<file path="src/rtl/life_pkg.sv">
// Shared constants and FSM encoding for the life grid scheduler.
package life_pkg;
    localparam int ADDR_W     = 6;
    localparam int GEN_CYCLES = 4;

    typedef enum logic [1:0] {
        PAUSED  = 2'd0,
        RUNNING = 2'd1,
        GEN     = 2'd2,
        BUSY    = 2'd3
    } gen_state_t;
endpackage

</file>
<file path="src/rtl/life_tick_timer.sv">
// Generation period counter; period = TICK_DIV >> speed_sel, 1-cycle expiry strobe.
module life_tick_timer #(
    parameter int TICK_DIV = 25000000
) (
    input  logic       clk,
    input  logic       rst,
    input  logic       en,
    input  logic [1:0] speed_sel,
    output logic       expire
);
    localparam int CNT_W = (TICK_DIV > 2) ? $clog2(TICK_DIV) : 1;

    logic [CNT_W-1:0] count;
    logic [CNT_W-1:0] last;

    // >= so that a speed_sel increase below the current count fires at once
    assign last   = CNT_W'((TICK_DIV >> speed_sel) - 1);
    assign expire = en && (count >= last);

    always_ff @(posedge clk) begin
        if (rst || !en)
            count <= '0;
        else if (expire)
            count <= '0;
        else
            count <= count + 1'b1;
    end
endmodule

</file>
<file path="src/rtl/life_gen_scheduler.sv">
// Generation sequencer and grid write-port arbiter for envolve_logic.
// LIFE_GEN_COUNT_EN adds a 16-bit wrapping gen_count output.
module life_gen_scheduler #(
    parameter int ADDR_W     = life_pkg::ADDR_W,
    parameter int TICK_DIV   = 25000000,
    parameter int GEN_CYCLES = life_pkg::GEN_CYCLES
) (
    input  logic              clk,
    input  logic              rst,
    input  logic              run_toggle,
    input  logic              step_req,
    input  logic [1:0]        speed_sel,
    input  logic              edit_req,
    input  logic [ADDR_W-1:0] edit_row,
    input  logic [ADDR_W-1:0] edit_col,
    input  logic              edit_data,
    output logic              edit_ack,
    input  logic [ADDR_W-1:0] disp_row,
    input  logic [ADDR_W-1:0] disp_col,
    output logic              disp_data,
    output logic              running,
    output logic              busy,
    output logic              change_state,
    output logic              write_en,
    output logic [ADDR_W-1:0] wAddrR,
    output logic [ADDR_W-1:0] wAddrC,
    output logic              write_data,
    output logic [ADDR_W-1:0] rAddrR,
    output logic [ADDR_W-1:0] rAddrC,
    input  logic              read_data
`ifdef LIFE_GEN_COUNT_EN
    ,
    output logic [15:0]       gen_count
`endif
);
    import life_pkg::*;

    localparam int BC_W = (GEN_CYCLES > 1) ? $clog2(GEN_CYCLES) : 1;

    gen_state_t      state, state_nxt;
    logic            run_flag, run_nxt;
    logic            pending, pending_nxt;
    logic            gen_trig, edit_grant, tick_exp;
    logic [BC_W-1:0] busy_cnt;

    life_tick_timer #(.TICK_DIV(TICK_DIV)) u_tick (
        .clk       (clk),
        .rst       (rst),
        .en        (state == RUNNING),
        .speed_sel (speed_sel),
        .expire    (tick_exp)
    );

    // the ack cycle blocks a regrant, so a held request is resampled first
    assign edit_grant = (state == PAUSED || state == RUNNING) && edit_req && !edit_ack;

    always_comb begin
        state_nxt   = state;
        run_nxt     = run_flag ^ run_toggle;
        pending_nxt = pending;
        gen_trig    = 1'b0;
        case (state)
            PAUSED:  if (run_toggle) state_nxt = RUNNING;
                     else gen_trig = step_req || pending;
            RUNNING: if (run_toggle) state_nxt = PAUSED;
                     else gen_trig = tick_exp || pending;
            GEN:     state_nxt = BUSY;
            BUSY:    if (busy_cnt == BC_W'(GEN_CYCLES - 1))
                         state_nxt = run_nxt ? RUNNING : PAUSED;
            default: state_nxt = PAUSED;
        endcase
        // an edit owns the port this cycle; the generation waits one slot
        if (gen_trig) begin
            if (edit_grant) begin
                pending_nxt = 1'b1;
            end else begin
                state_nxt   = GEN;
                pending_nxt = 1'b0;
            end
        end
    end

    always_ff @(posedge clk) begin
        if (rst) begin
            state      <= PAUSED;
            run_flag   <= 1'b0;
            pending    <= 1'b0;
            busy_cnt   <= '0;
            edit_ack   <= 1'b0;
            wAddrR     <= '0;
            wAddrC     <= '0;
            write_data <= 1'b0;
        end else begin
            state    <= state_nxt;
            run_flag <= run_nxt;
            pending  <= pending_nxt;
            busy_cnt <= (state == BUSY) ? busy_cnt + 1'b1 : '0;
            edit_ack <= edit_grant;
            if (edit_grant) begin
                wAddrR     <= edit_row;
                wAddrC     <= edit_col;
                write_data <= edit_data;
            end
        end
    end

`ifdef LIFE_GEN_COUNT_EN
    always_ff @(posedge clk) begin
        if (rst)
            gen_count <= '0;
        else if (state == GEN)
            gen_count <= gen_count + 16'd1;
    end
`endif

    assign write_en     = edit_ack;
    assign change_state = (state == GEN);
    assign busy         = (state == GEN) || (state == BUSY);
    assign running      = run_flag;
    assign rAddrR       = disp_row;
    assign rAddrC       = disp_col;
    assign disp_data    = read_data;
endmodule
</file>
<file path="config.mk">
export PLATFORM = sky130hd
export DESIGN_NAME = life_gen_scheduler
export DESIGN_NICKNAME = d
export VERILOG_FILES = /design/src/rtl/life_pkg.sv /design/src/rtl/life_tick_timer.sv /design/src/rtl/life_gen_scheduler.sv
export SDC_FILE = /design/constraint.sdc
export NUM_CORES = 1
export LEC_CHECK = 0
export BUFFER_PORTS_ARGS = -buffer_cell sky130_fd_sc_hd__buf_4
export CORE_AREA = 10 10 96 77
export CTS_CLUSTER_DIAMETER = 80
export DETAILED_ROUTE_END_ITERATION = 10
export DIE_AREA = 0 0 106 87
export GPL_TIMING_DRIVEN = 0
export PLACE_DENSITY = 0.73
export SYNTH_ARGS = -nofsm -noshare
export SYNTH_HDL_FRONTEND = slang
export SYNTH_SLANG_ARGS = --single-unit
export TNS_END_PERCENT = 20
</file>
<file path="constraint.sdc">
create_clock -name clk -period 2.91 [get_ports clk]
set_input_delay 0.291 -clock clk [delete_from_list [all_inputs] [get_ports clk]]
set_output_delay 0.291 -clock clk [all_outputs]
set_load 0.05 [all_outputs]
</file>
# Word level (Yosys, flattened, before mapping)
# Cells that the tools add are included.
# W data, S select, Z words.
[op_classes] n_addsub=3 order_cmp=1 n_eq_ne=4 shift=1 n_mux=11 bitwise_logic=2 reduce_logical=13
[op_table] op="$add A25 B1 Y25 const B" count=1
[op_table] op="$ge A25 B25 Y1" count=1
[op_table] op="$shr A25 B2 Y25 const A" count=1
[op_table] op="$sub A25 B2 Y25 const B" count=1
[op_table] op="$mux W2" count=5
[op_table] op="$pmux W2 S4" count=1
[op_table] op="$eq A2 B2 Y1 const B" count=3
[op_table] op="$logic_or A1 B1 Y1" count=5
[op_table] op="$mux W1" count=4
[op_table] op="$reduce_or A2 Y1" count=2
[op_table] op="$logic_and A1 B1 Y1" count=3
[op_table] op="$add A2 B1 Y2 const B" count=1
[op_table] op="$eq A2 B1 Y1 const B" count=1
[op_table] op="$logic_not A1 Y1" count=2
[op_table] op="$logic_not A2 Y1" count=1
[op_table] op="$pmux W1 S2" count=1
[op_table] op="$not A1 Y1" count=1
[op_table] op="$xor A1 B1 Y1" count=1
[word_totals] ff_bits=45 in_bits=33 out_inout_bits=31 wordCells=44

# Longest topological paths before layout
# Gate-level depths: netlist of run 1.
[logic_depth] depth_word=8 depth_mapped=12 mapped_depth_nobuf=11

# Hierarchy
# From an unflattened synthesis of run 1, not the netlist that was laid out.
[unflattened] cells_unflattened=303 area_unflattened_um2=2713.9
[by_module_without_submodules] mod="life_tick_timer" instances=1 cells_per_inst=196 area_per_inst_um2=1815.5 seq_area_each_um2=500.5
[by_module_without_submodules] mod="life_gen_scheduler" instances=1 cells_per_inst=107 area_per_inst_um2=898.4 seq_area_each_um2=400.4

# Least setup slack after synthesis of run 1
# No wires, ideal clock.
[synth_path] path_type="input -> register" from="input port speed_sel[1]" to="register u_tick.count[13]" setup_time_ns=0.062 arrival_ns=2.043 required_ns=2.848 path_slack_ns=0.805 stages=12 n_path_buf=1 cell_sequence="inv_1 > nor2_1 > inv_1 > ha_1 > nand2_1 > ha_1 > nand4_1 > nor4_1 > a22oi_1 > nand4_4 > buf_6 > nor2_2"
[synth_via] elab_chain_cells=5
[synth_lines] item="start, declared" line_no="life_gen_scheduler.sv:12" rtl="input logic [1:0] speed_sel,"
[synth_lines] item="$shr A25 B2 Y25" line_no="life_tick_timer.sv:17" rtl="assign last = CNT_W'((TICK_DIV >> speed_sel) - 1);"
[synth_lines] item="$sub A25 B2 Y25" line_no="life_tick_timer.sv:17"
[synth_lines] item="$ge A25 B25 Y1" line_no="life_tick_timer.sv:18" rtl="assign expire = en && (count >= last);"
[synth_lines] item="$logic_and A1 B1 Y1" line_no="life_tick_timer.sv:18"
[synth_lines] item="$reduce_or A2 Y1 (no line)"
[synth_lines] item="end signal, assigned" line_no="life_tick_timer.sv:26" rtl="count <= count + 1'b1;"
[synth_lines] item="end, declared" line_no="life_tick_timer.sv:13" rtl="logic [CNT_W-1:0] count;"
# No other way between the ends.
# A chain may end at the register's enable or synchronous reset.

# Final worst setup path of run 1
[layout_path] from="input port speed_sel[1]" to="register u_tick.count[23]"
# The elaborated chain is that of the path after synthesis.

==> summary.txt, run 1 <==
Routing
  • Vias per cell: 4.93
  • Post-DR wirelength/cell: 13.6 um
  • DRC Markers: 0
  • Via count: 2,188
  • 1st-pass router iterations: 4
  • Final WL: 6050 um
  • Drt initial violations: 132
  • Post-route ant nets: 0

Clock tree
  • Worst skew pair latency: 0.30 ns
  • Clock transition at path regs: 0.09 ns
  • H-tree Lvls: 2
  • Clock Path Buffers: 2
  • Sink Count: 45
  • Cts bufs inserted: 5
  • Cts hold-fix bufs: 0
  • Root buffer cell: clkbuf_8
  • Postcts setup bufs: 0
  • Post-cts repair resize count: 0
  • CTS tree: done

Worst setup path
  • CP arrival: 2.47 ns
  • CP required: 3.15 ns
  • Worst path slowest cell: nor2_1
  • CP peak stage delay: 0.36 ns
  • CP startpoint kind: input pin
  • Crit Path Category: in -> reg
  • CP max FO: 10
  • CP Capture Type: flip-flop
  • Crit path cell chain: buf_4, inv_1, nor2_1, inv_1, ha_1, nand2_1, ha_1, nand4_1, nor4_1, a22oi_1, nand4_4, buf_6, nor2_2

Layout
  • Share of cells above drive strength 1: 30.9%
  • # nets final: 423
  • Layout area overhead: 21.4%
  • Antenna Cells: 0
  • Final core utilization: 58.1%
  • Fill cell count: 512

STA
  • RSZ-0062 raised after global routing: false
  • Worst slew pin tran: 0.670 ns
  • Min cycle time layout: 2.23 ns
  • Slew Viols, Final: 0
  • Final Hold Fails: 0
  • Post-route setup TNS: 0 ns
  • Clk_skew: 0.00374 ns
  • Fmax: 449 MHz
  • Final Cycle Share: 76.5%
  • Slew HR: 54.8%
  • Final setup fails: 0

Power
  • Leakage Power: 1.36 nW
  • Switch share: 32.3%
  • Psw: 0.457 mW
  • Pwr dens: 435 nW/um^2
  • Int Power: 0.956 mW
  • Worst vdd rail ir drop: 0.308 mV
  • Comb pwr share: 23.7%
  • Register share of total power: 46.9%
  • Clock network power share: 29.3%

Global route
  • GRT overflow: 0
  • Initial antenna violation count: 0
  • Total Routing Usage GR: 13.5%
  • Largest net degree at the start of global routing: 15
  • Vias in the first global route: 2,133
  • First-pass GRT wire length: 10,400 um

Synth
  • Syn Area/Cell: 8.71 um^2
  • Post-synth top cells: 45 x dfxtp_1, 45 x nand2_1, 25 x ha_1, 22 x a21oi_1, 19 x nor2_2
  • Main area contributors after synthesis: dfxtp_1 34%, ha_1 12%, nand2_1 6.3%, xnor2_1 5.6%, nor2_2 4.4%
  • Post-synthesis cell area: 2670 um^2
  • Synth top area share: 33.7%
  • Post-synth ARST share: 0%
  • Post-synth EDFFs: 0
  • Yosys cell types: 45
  • Ys flop type: dfxtp_1
  • Sequential share of the synthesized area: 33.7%
  • #FFs+latches synth: 45
  • Post-Syn Instances: 307
  • Yosys warnings: 0
  • Cell taking the most area after synthesis: dfxtp_1

Floorplanning
  • I/O Pins: 64
  • Core box area: 5590 um^2
  • Initial Utilization: 47.8%
  • Row count: 24
  • Die area: 9220 um^2
  • Chip height: 87 um
  • Die Wd: 106 um

Min path
  • Hold Path Class: in -> reg

Placed design
  • RD Place Congestion: 0.846
  • PortBufs: 50
  • Hpwl dp: 4840 um

Flow run
  • Max-capacitance violation count: 0

Status
  • Status: complete, no violations
-- placed cells by master, fill, tap and decap left out, types with 4 or more instances in the layout --
cell type   n
nor2_1     15
xor2_1      8
nand4_1     5
nor2_2     19
inv_1      13
and3_1      4
nor3_1     11
xnor2_1    17
nor4_1      4
dfxtp_1    45
ha_1       25
clkbuf_8    6
clkbuf_1    6
nand3_1     8
a21oi_1    22
buf_6       4
nand2_1    45
buf_4      65
-- worst paths after layout --
kind | start | to | slack (ns) | cells after the start
setup / recovery | speed_sel[1] | u_tick.count[23]$_SDFF_PP0_ | 0.68 | 13
hold / removal | edit_col[5] | wAddrC[5]$_SDFFE_PP0P_ | 0.23 | 3
setup reg to reg | u_tick.count[18]$_SDFF_PP0_ | u_tick.count[23]$_SDFF_PP0_ | 0.84 | 7
hold reg to reg | busy_cnt[0]$_SDFF_PP0_ | busy_cnt[0]$_SDFF_PP0_ | 0.42 | 1
-- cell families after synthesis --
group / after synthesis / share of synthesized area [%]
AO/OA/AOI/OAI: 37 / 9.27
other: 2 / 0.281
buffers and inverters: 40 / 8.94
XOR/XNOR: 25 / 8.19
adder cells (fa/ha/maj): 25 / 11.7
AND/OR/NAND/NOR: 133 / 27.9
flip-flops: 45 / 33.7
-- routing by layer --
layer	track usage, %	vias up	wire, um
met5	0	-	0
met4	3.68	0	77
met3	3.48	9	253
met2	21.4	48	2800
met1	17.8	993	2920
li1	-	1138	-
-- through the flow --
step	std cells	setup WS, ns	total power [mW]	hold WS, ns	area (um^2)
after CTS	444	0.635	1.42	0.228	3250
after global routing	444	0.392	1.48	0.227	3250
after floorplan	308	0.805	0.915	0.396	2680
after global placement	436	0.413	1.01	0.406	3150
after detailed placement	436	0.356	1.01	0.409	3150
final	444	0.684	1.41	0.232	3250
-- power by group through the flow --
stage / Clock (mW) / Combinational [mW] / Sequential [mW]
after global routing: 0.447 / 0.367 / 0.667
after CTS: 0.420 / 0.339 / 0.663
after detailed placement: 0 / 0.336 / 0.677
after floorplan: 0 / 0.193 / 0.721
final: 0.414 / 0.335 / 0.663
after global placement: 0 / 0.332 / 0.675
-- state kept, by name, indices dropped and copies added, names as in the netlist --
register and count:
write_data 1, wAddrC 6, edit_ack 1, state 2, running 1, u_tick.count 25
busy_cnt 2, wAddrR 6, pending 1
-- layout make-up --
type                            count  area, um^2  share of cell area [%]
Clock inverter                      2        13.8                   0.424
Timing Repair Buffer               50         375                    11.6
Buffer                             27         190                    5.86
Tap cell                           78        97.6                    3.01
Clock buffer                        6        82.6                    2.54
Multi-Input combinational cell    223        1540                    47.3
Sequential cell                    45         901                    27.8
Inverter                           13        48.8                    1.50
-- worst max-delay path, delay by kind of cell --
kind	cells	cell delay [ns]
AO/OA/AOI/OAI	1	0.29
adder cells (fa/ha/maj)	2	0.44
AND/OR/NAND/NOR	6	0.96
buffers and inverters	4	0.50
Note: power is estimated with default switching activity, not from simulation.
==> run 2: changes to the inputs <==
Settings changed: ABC_AREA set to 1, PLACE_DENSITY 0.73 to 0.74.
Clock period 2.91 ns to 2.3 ns, I/O delays scaled along.
==> summary.txt, run 2 <==
Status
  • Status: complete, no violations

Synth
  • Synth top area share: 33.3% (-0.41 points)
  • Yosys cell types: 35 (-22%)
  • Syn Area/Cell: 7.29 um^2 (-16%)
  • Post-synth EDFFs: 0 (unchanged)
  • Ys flop type: dfxtp_1
  • Post-synthesis cell area: 2710 um^2 (+1.2%)
  • Sequential share of the synthesized area: 33.3% (-0.41 points)
  • #FFs+latches synth: 45 (unchanged)
  • Cell taking the most area after synthesis: dfxtp_1
  • Main area contributors after synthesis: dfxtp_1 33%, ha_1 12%, nand2_1 8.7%, nor2_1 6.9%, inv_1 6.7%
  • Yosys warnings: 0 (unchanged)
  • Post-Syn Instances: 371 (+21%)
  • Post-synth ARST share: 0% (unchanged)
  • Most frequent cell after synthesis: nand2_1
  • Post-synth top cells: 63 x nand2_1, 50 x nor2_1, 48 x inv_1, 45 x dfxtp_1

Floorplanning
  • Chip height: 87 um (unchanged)
  • Initial Utilization: 48.4% (+0.58 points)
  • I/O Pins: 64 (unchanged)
  • Die Wd: 106 um (unchanged)
  • Core box area: 5590 um^2 (unchanged)
  • Row count: 24 (unchanged)
  • Die area: 9220 um^2 (unchanged)

Worst setup path
  • CP arrival: 2.31 ns (-0.16 ns)
  • CP max FO: 10 (unchanged)
  • Reg2Reg Setup Slack: 0.37 ns (-0.47 ns)
  • CP startpoint kind: input pin
  • CP Capture Type: flip-flop
  • Crit Path Category: in -> reg
  • CP required: 2.53 ns (-0.62 ns)

STA
  • Clk_skew: 0.00911 ns (+0.00537 ns)
  • RSZ-0062 raised after global routing: false
  • Hold_ws: 0.144 ns (-0.0884 ns)
  • Slew Viols, Final: 0 (unchanged)
  • Final Cycle Share: 90.5%
  • Final Hold Fails: 0 (unchanged)
  • Min cycle time layout: 2.08 ns
  • Fmax: 480 MHz
  • Final setup fails: 0 (unchanged)

Routing
  • Drt initial violations: 123 (-6.8%)
  • Post-route ant nets: 0 (unchanged)
  • Post-DR wirelength/cell: 12.3 um (-9.8%)
  • Via count: 2,381 (+8.8%)
  • DRC Markers: 0 (unchanged)
  • 1st-pass router iterations: 4 (unchanged)
  • Final WL: 6230 um (+3.0%)
  • Vias per cell: 4.70 (-4.7%)

Global route
  • Largest net degree at the start of global routing: 15 (unchanged)
  • First-pass GRT wire length: 10,400 um (+0.27%)
  • Total Routing Usage GR: 13.5% (+0.030 points)
  • GRT overflow: 0 (unchanged)
  • Initial antenna violation count: 0 (unchanged)
  • Vias in the first global route: 2,251 (+5.5%)

Min path
  • Hold Path Class: in -> reg

Placed design
  • PortBufs: 50 (unchanged)
  • Hpwl dp: 5130 um (+6.0%)
  • RD Place Congestion: 0.859 (+1.6%)

Clock tree
  • H-tree Lvls: 2 (unchanged)
  • Postcts setup bufs: 0 (unchanged)
  • Post-cts repair resize count: 0 (unchanged)
  • Cts bufs inserted: 5 (unchanged)
  • Sink Count: 45 (unchanged)
  • Worst skew pair latency: 0.30 ns (about the same)
  • Clock Path Buffers: 2 (unchanged)
  • Root buffer cell: clkbuf_8
  • Cts hold-fix bufs: 0 (unchanged)
  • CTS tree: done
  • Clock transition at path regs: 0.09 ns (about the same)

Layout
  • Most common cell after layout, fill and taps aside: buf_4
  • Share of cells above drive strength 1: 23.5% (-7.3 points)
  • Top reg by flops: u_tick.count
  • Antenna Cells: 0 (unchanged)
  • Layout area overhead: 20.8%
  • # nets final: 487 (+15%)
  • Regs by FF count: u_tick.count: 25 flops, wAddrC: 6 flops, wAddrR: 6 flops
  • Largest register FFs: 25 (unchanged)
  • Most frequent cells in the layout: 64 x buf_4, 63 x nand2_1, 50 x nor2_1, 48 x inv_1, 45 x dfxtp_1

Power
  • Leakage Power: 1.52 nW (+12%)
  • Pwr dens: 533 nW/um^2 (+22%)
  • Total power: 1.74 mW (+23%)
  • Worst vdd rail ir drop: 0.355 mV (+15%)

Flow run
  • Max-capacitance violation count: 0 (unchanged)
-- run 2: power breakdown --
part	switching, mW	internal, mW	leakage, nW
combinational	0.277	0.140	1.11
sequential	0.0243	0.814	0.367
clock	0.275	0.210	0.0402
total	0.577	1.16	1.52
-- run 2: through the flow --
step	cell area, um^2	util (%)	worst slack (ns)	TNS (ns)	cells
6_report	3270	58.5	0.218	0	507
5_1_grt	3270	58.5	0.0654	0	507
4_1_cts	3270	58.5	0.207	0	507
3_5_place_dp	3180	57.0	-0.103	-1.18	500
3_3_place_gp	3180	57.0	-0.0614	-0.346	500
2_1_floorplan	2710	-	0.367	0	372
-- run 2: path summary, 6_finish.rpt --
kind                                       to                   startpoint  depth (start not counted)
setup / recovery  u_tick.count[18]$_SDFF_PP0_                 speed_sel[0]                         13
hold / removal            state[1]$_SDFF_PP0_                          rst                          2
setup reg to reg  u_tick.count[18]$_SDFF_PP0_  u_tick.count[10]$_SDFF_PP0_                         11
hold reg to reg        wAddrR[4]$_SDFFE_PP0P_       wAddrR[4]$_SDFFE_PP0P_                          2
-- run 2: logic make-up (layout without fill, tap and decap cells) --
| kind of cell | Yosys count | in the layout | synth area share, % |
|---|---|---|---|
| xor+xnor | 11 | 11 | 3.56 |
| compound gates | 49 | 49 | 9.76 |
| flops | 45 | 45 | 33.3 |
| fa+ha+maj | 25 | 25 | 11.6 |
| buf+inv | 75 | 132 | 12.4 |
| simple gates | 164 | 164 | 29.1 |
| other cells | 2 | 3 | 0.278 |
-- run 2: cell type report --
type,instances,area (um^2)
fillers,531,2320
multi-input cells,252,1470
flip-flops and latches,45,901
repair buffers,50,375
inverters,54,203
plain buffers,21,134
well taps,78,97.6
clock buffers,5,68.8
clock inverters,2,16.3
-- run 2: critical path: stages --
cell and delay, ns:
buf_4 0.14, nand2_1 0.11, inv_1 0.13, ha_1 0.33, ha_1 0.31, a21oi_1 0.12, o21ai_0 0.09, nand2_1 0.06
nand2_1 0.05, nand2_1 0.13, nand4_4 0.18, buf_2 0.24, nor3_1 0.18
-- run 2: routing by layer --
layer  part of all wire, %  vias up  routed length, um  GRT usage [%]
li1                      -     1280                  -              -
met1                    48     1043               3010           17.6
met2                    43       52               2670           20.3
met3                   8.0        6                501           5.62
met4                  0.83        0                 52           3.31
met5                     0        -                  0              0
==> run 3: changes to the inputs <==
Settings changed: CAP_MARGIN set to 15, PLACE_DENSITY 0.74 to unset, PLACE_DENSITY_LB_ADDON set to 0.08.
==> summary.txt, run 3 (synthesized netlist as in run 2, its figures left out) <==
Layout
  • Top reg by flops: u_tick.count
  • Antenna Cells: 0 (unchanged)
  • # nets final: 487 (unchanged)
  • Largest register FFs: 25 (unchanged)
  • Most frequent cells in the layout: 64 x buf_4, 63 x nand2_1, 50 x nor2_1, 48 x inv_1, 45 x dfxtp_1
  • Most common cell after layout, fill and taps aside: buf_4
  • Final core utilization: 59.4% (+0.87 points)
  • Share of cells above drive strength 1: 23.7% (+0.18 points)
  • Regs by FF count: u_tick.count: 25 flops, wAddrC: 6 flops, wAddrR: 6 flops
  • Layout area overhead: 22.6%
  • Final Non-Filler Cells: 508 (+0.20%)

Worst setup path
  • Crit Path Category: in -> reg
  • CP required: 2.53 ns (about the same)
  • Worst path slowest cell: ha_1
  • CP startpoint kind: input pin
  • Reg2Reg Setup Slack: 0.34 ns (-0.03 ns)
  • Cell mode on critical path: nand2_1
  • CP Capture Type: flip-flop
  • Crit path cell chain: buf_4, nand2_1, inv_1, ha_1, ha_1, a21oi_1, o21ai_0, nand2_1, nand2_1, nand2_1, nand4_4, buf_2, nor3_1
  • CP max FO: 10 (unchanged)
  • CP arrival: 2.30 ns (about the same)
  • CP peak stage delay: 0.32 ns (about the same)

Routing
  • DRC Markers: 0 (unchanged)
  • Via count: 2,390 (+0.38%)
  • Post-route ant nets: 0 (unchanged)
  • Post-DR wirelength/cell: 12.5 um (+1.9%)
  • Vias per cell: 4.70 (+0.18%)
  • 1st-pass router iterations: 4 (unchanged)
  • Final WL: 6360 um (+2.1%)
  • Drt initial violations: 92 (-25%)

Global route
  • First-pass GRT wire length: 10,800 um (+3.7%)
  • GRT overflow: 0 (unchanged)
  • Initial antenna violation count: 0 (unchanged)
  • Vias in the first global route: 2,261 (+0.44%)
  • Largest net degree at the start of global routing: 15 (unchanged)
  • Total Routing Usage GR: 14.2% (+0.67 points)

Floorplanning
  • Chip height: 87 um (unchanged)
  • Die area: 9220 um^2 (unchanged)
  • Row count: 24 (unchanged)
  • Initial Utilization: 48.4% (unchanged)
  • Core box area: 5590 um^2 (unchanged)
  • I/O Pins: 64 (unchanged)
  • Die Wd: 106 um (unchanged)

STA
  • Fmax: 483 MHz (+0.47%)
  • Post-route setup TNS: 0 ns (unchanged)
  • RSZ-0062 raised after global routing: false
  • Slew Viols, Final: 0 (unchanged)
  • Min cycle time layout: 2.07 ns (-0.00972 ns)
  • Hold_ws: 0.138 ns (-0.00636 ns)
  • Clk_skew: 0.00465 ns (-0.00447 ns)
  • Final Hold Fails: 0 (unchanged)
  • Final Cycle Share: 90.1% (-0.42 points)
  • Final setup fails: 0 (unchanged)

Clock tree
  • Postcts setup bufs: 0 (unchanged)
  • Clock transition at path regs: 0.08 ns (about the same)
  • Cts hold-fix bufs: 0 (unchanged)
  • Clock Path Buffers: 2 (unchanged)
  • Post-cts repair resize count: 0 (unchanged)
  • Worst skew pair latency: 0.30 ns (about the same)
  • Cts bufs inserted: 5 (unchanged)
  • CTS tree: done
  • Root buffer cell: clkbuf_8
  • Sink Count: 45 (unchanged)
  • H-tree Lvls: 2 (unchanged)

Placed design
  • Hpwl dp: 5190 um (+1.0%)
  • Placed Cells: 500 (unchanged)
  • RD Place Congestion: 0.797 (-7.3%)
  • PortBufs: 50 (unchanged)

Power
  • Worst vdd rail ir drop: 0.301 mV (-15%)
  • Leakage Power: 1.54 nW (+1.8%)
  • Pwr dens: 593 nW/um^2 (+11%)
  • Total power: 1.97 mW (+13%)

Status
  • Status: complete, no violations

Min path
  • Hold Path Class: in -> reg

Flow run
  • Max-capacitance violation count: 0 (unchanged)
-- run 3: cell types whose count changed in the layout (fill, tap and decap cells not counted) --
cell | before | now
clkinv_4 | 1 | 0
clkinvlp_4 | 1 | 0
bufinv_16 | 0 | 2
clkinv_2 | 0 | 1
-- run 3: layer usage --
layer  vias to the layer above  part of all wire (%)  global-route usage (%)
li1                       1287                     -                       -
met5                         -                     0                       0
met1                      1047                    49                    18.6
met2                        51                    42                    21.4
met3                         5                   7.6                    5.33
met4                         0                   1.1                    3.68
-- run 3: per-stage QoR --
stage | cell area, um^2 | setup WS (ns)
5_1_grt | 3320 | 0.0478
2_1_floorplan | 2710 | 0.367
6_report | 3320 | 0.228
3_5_place_dp | 3180 | -0.108
4_1_cts | 3320 | 0.219
3_3_place_gp | 3180 | -0.0516
-- run 3: cell type report --
type | instances | area, um^2
fill | 551 | 2270
multi-input combinational | 252 | 1470
sequential | 45 | 901
timing repair buffer | 50 | 375
inverter | 54 | 203
buffer | 21 | 134
tap | 78 | 97.6
clock buffer | 5 | 68.8
clock inverter | 3 | 65.1
-- run 3: final timing paths --
check / startpoint / depth (start not counted) / end
max: speed_sel[0] / 13 / u_tick.count[18]$_SDFF_PP0_
max reg2reg: u_tick.count[10]$_SDFF_PP0_ / 11 / u_tick.count[18]$_SDFF_PP0_
min reg2reg: busy_cnt[0]$_SDFF_PP0_ / 1 / busy_cnt[0]$_SDFF_PP0_
min: rst / 2 / state[1]$_SDFF_PP0_
-- run 3: report_power, final --
part	switching, mW	internal [mW]
clock network	0.279	0.432
logic	0.280	0.140
registers	0.0225	0.814
-- run 3: worst max-delay path: cells and delay by family --
| kind | cells | cell delay [ns] |
|---|---|---|
| adders and majority gates | 2 | 0.63 |
| buffers and inverters | 3 | 0.51 |
| AOI/OAI and AO/OA | 2 | 0.22 |
| and+or+nand+nor | 6 | 0.71 |
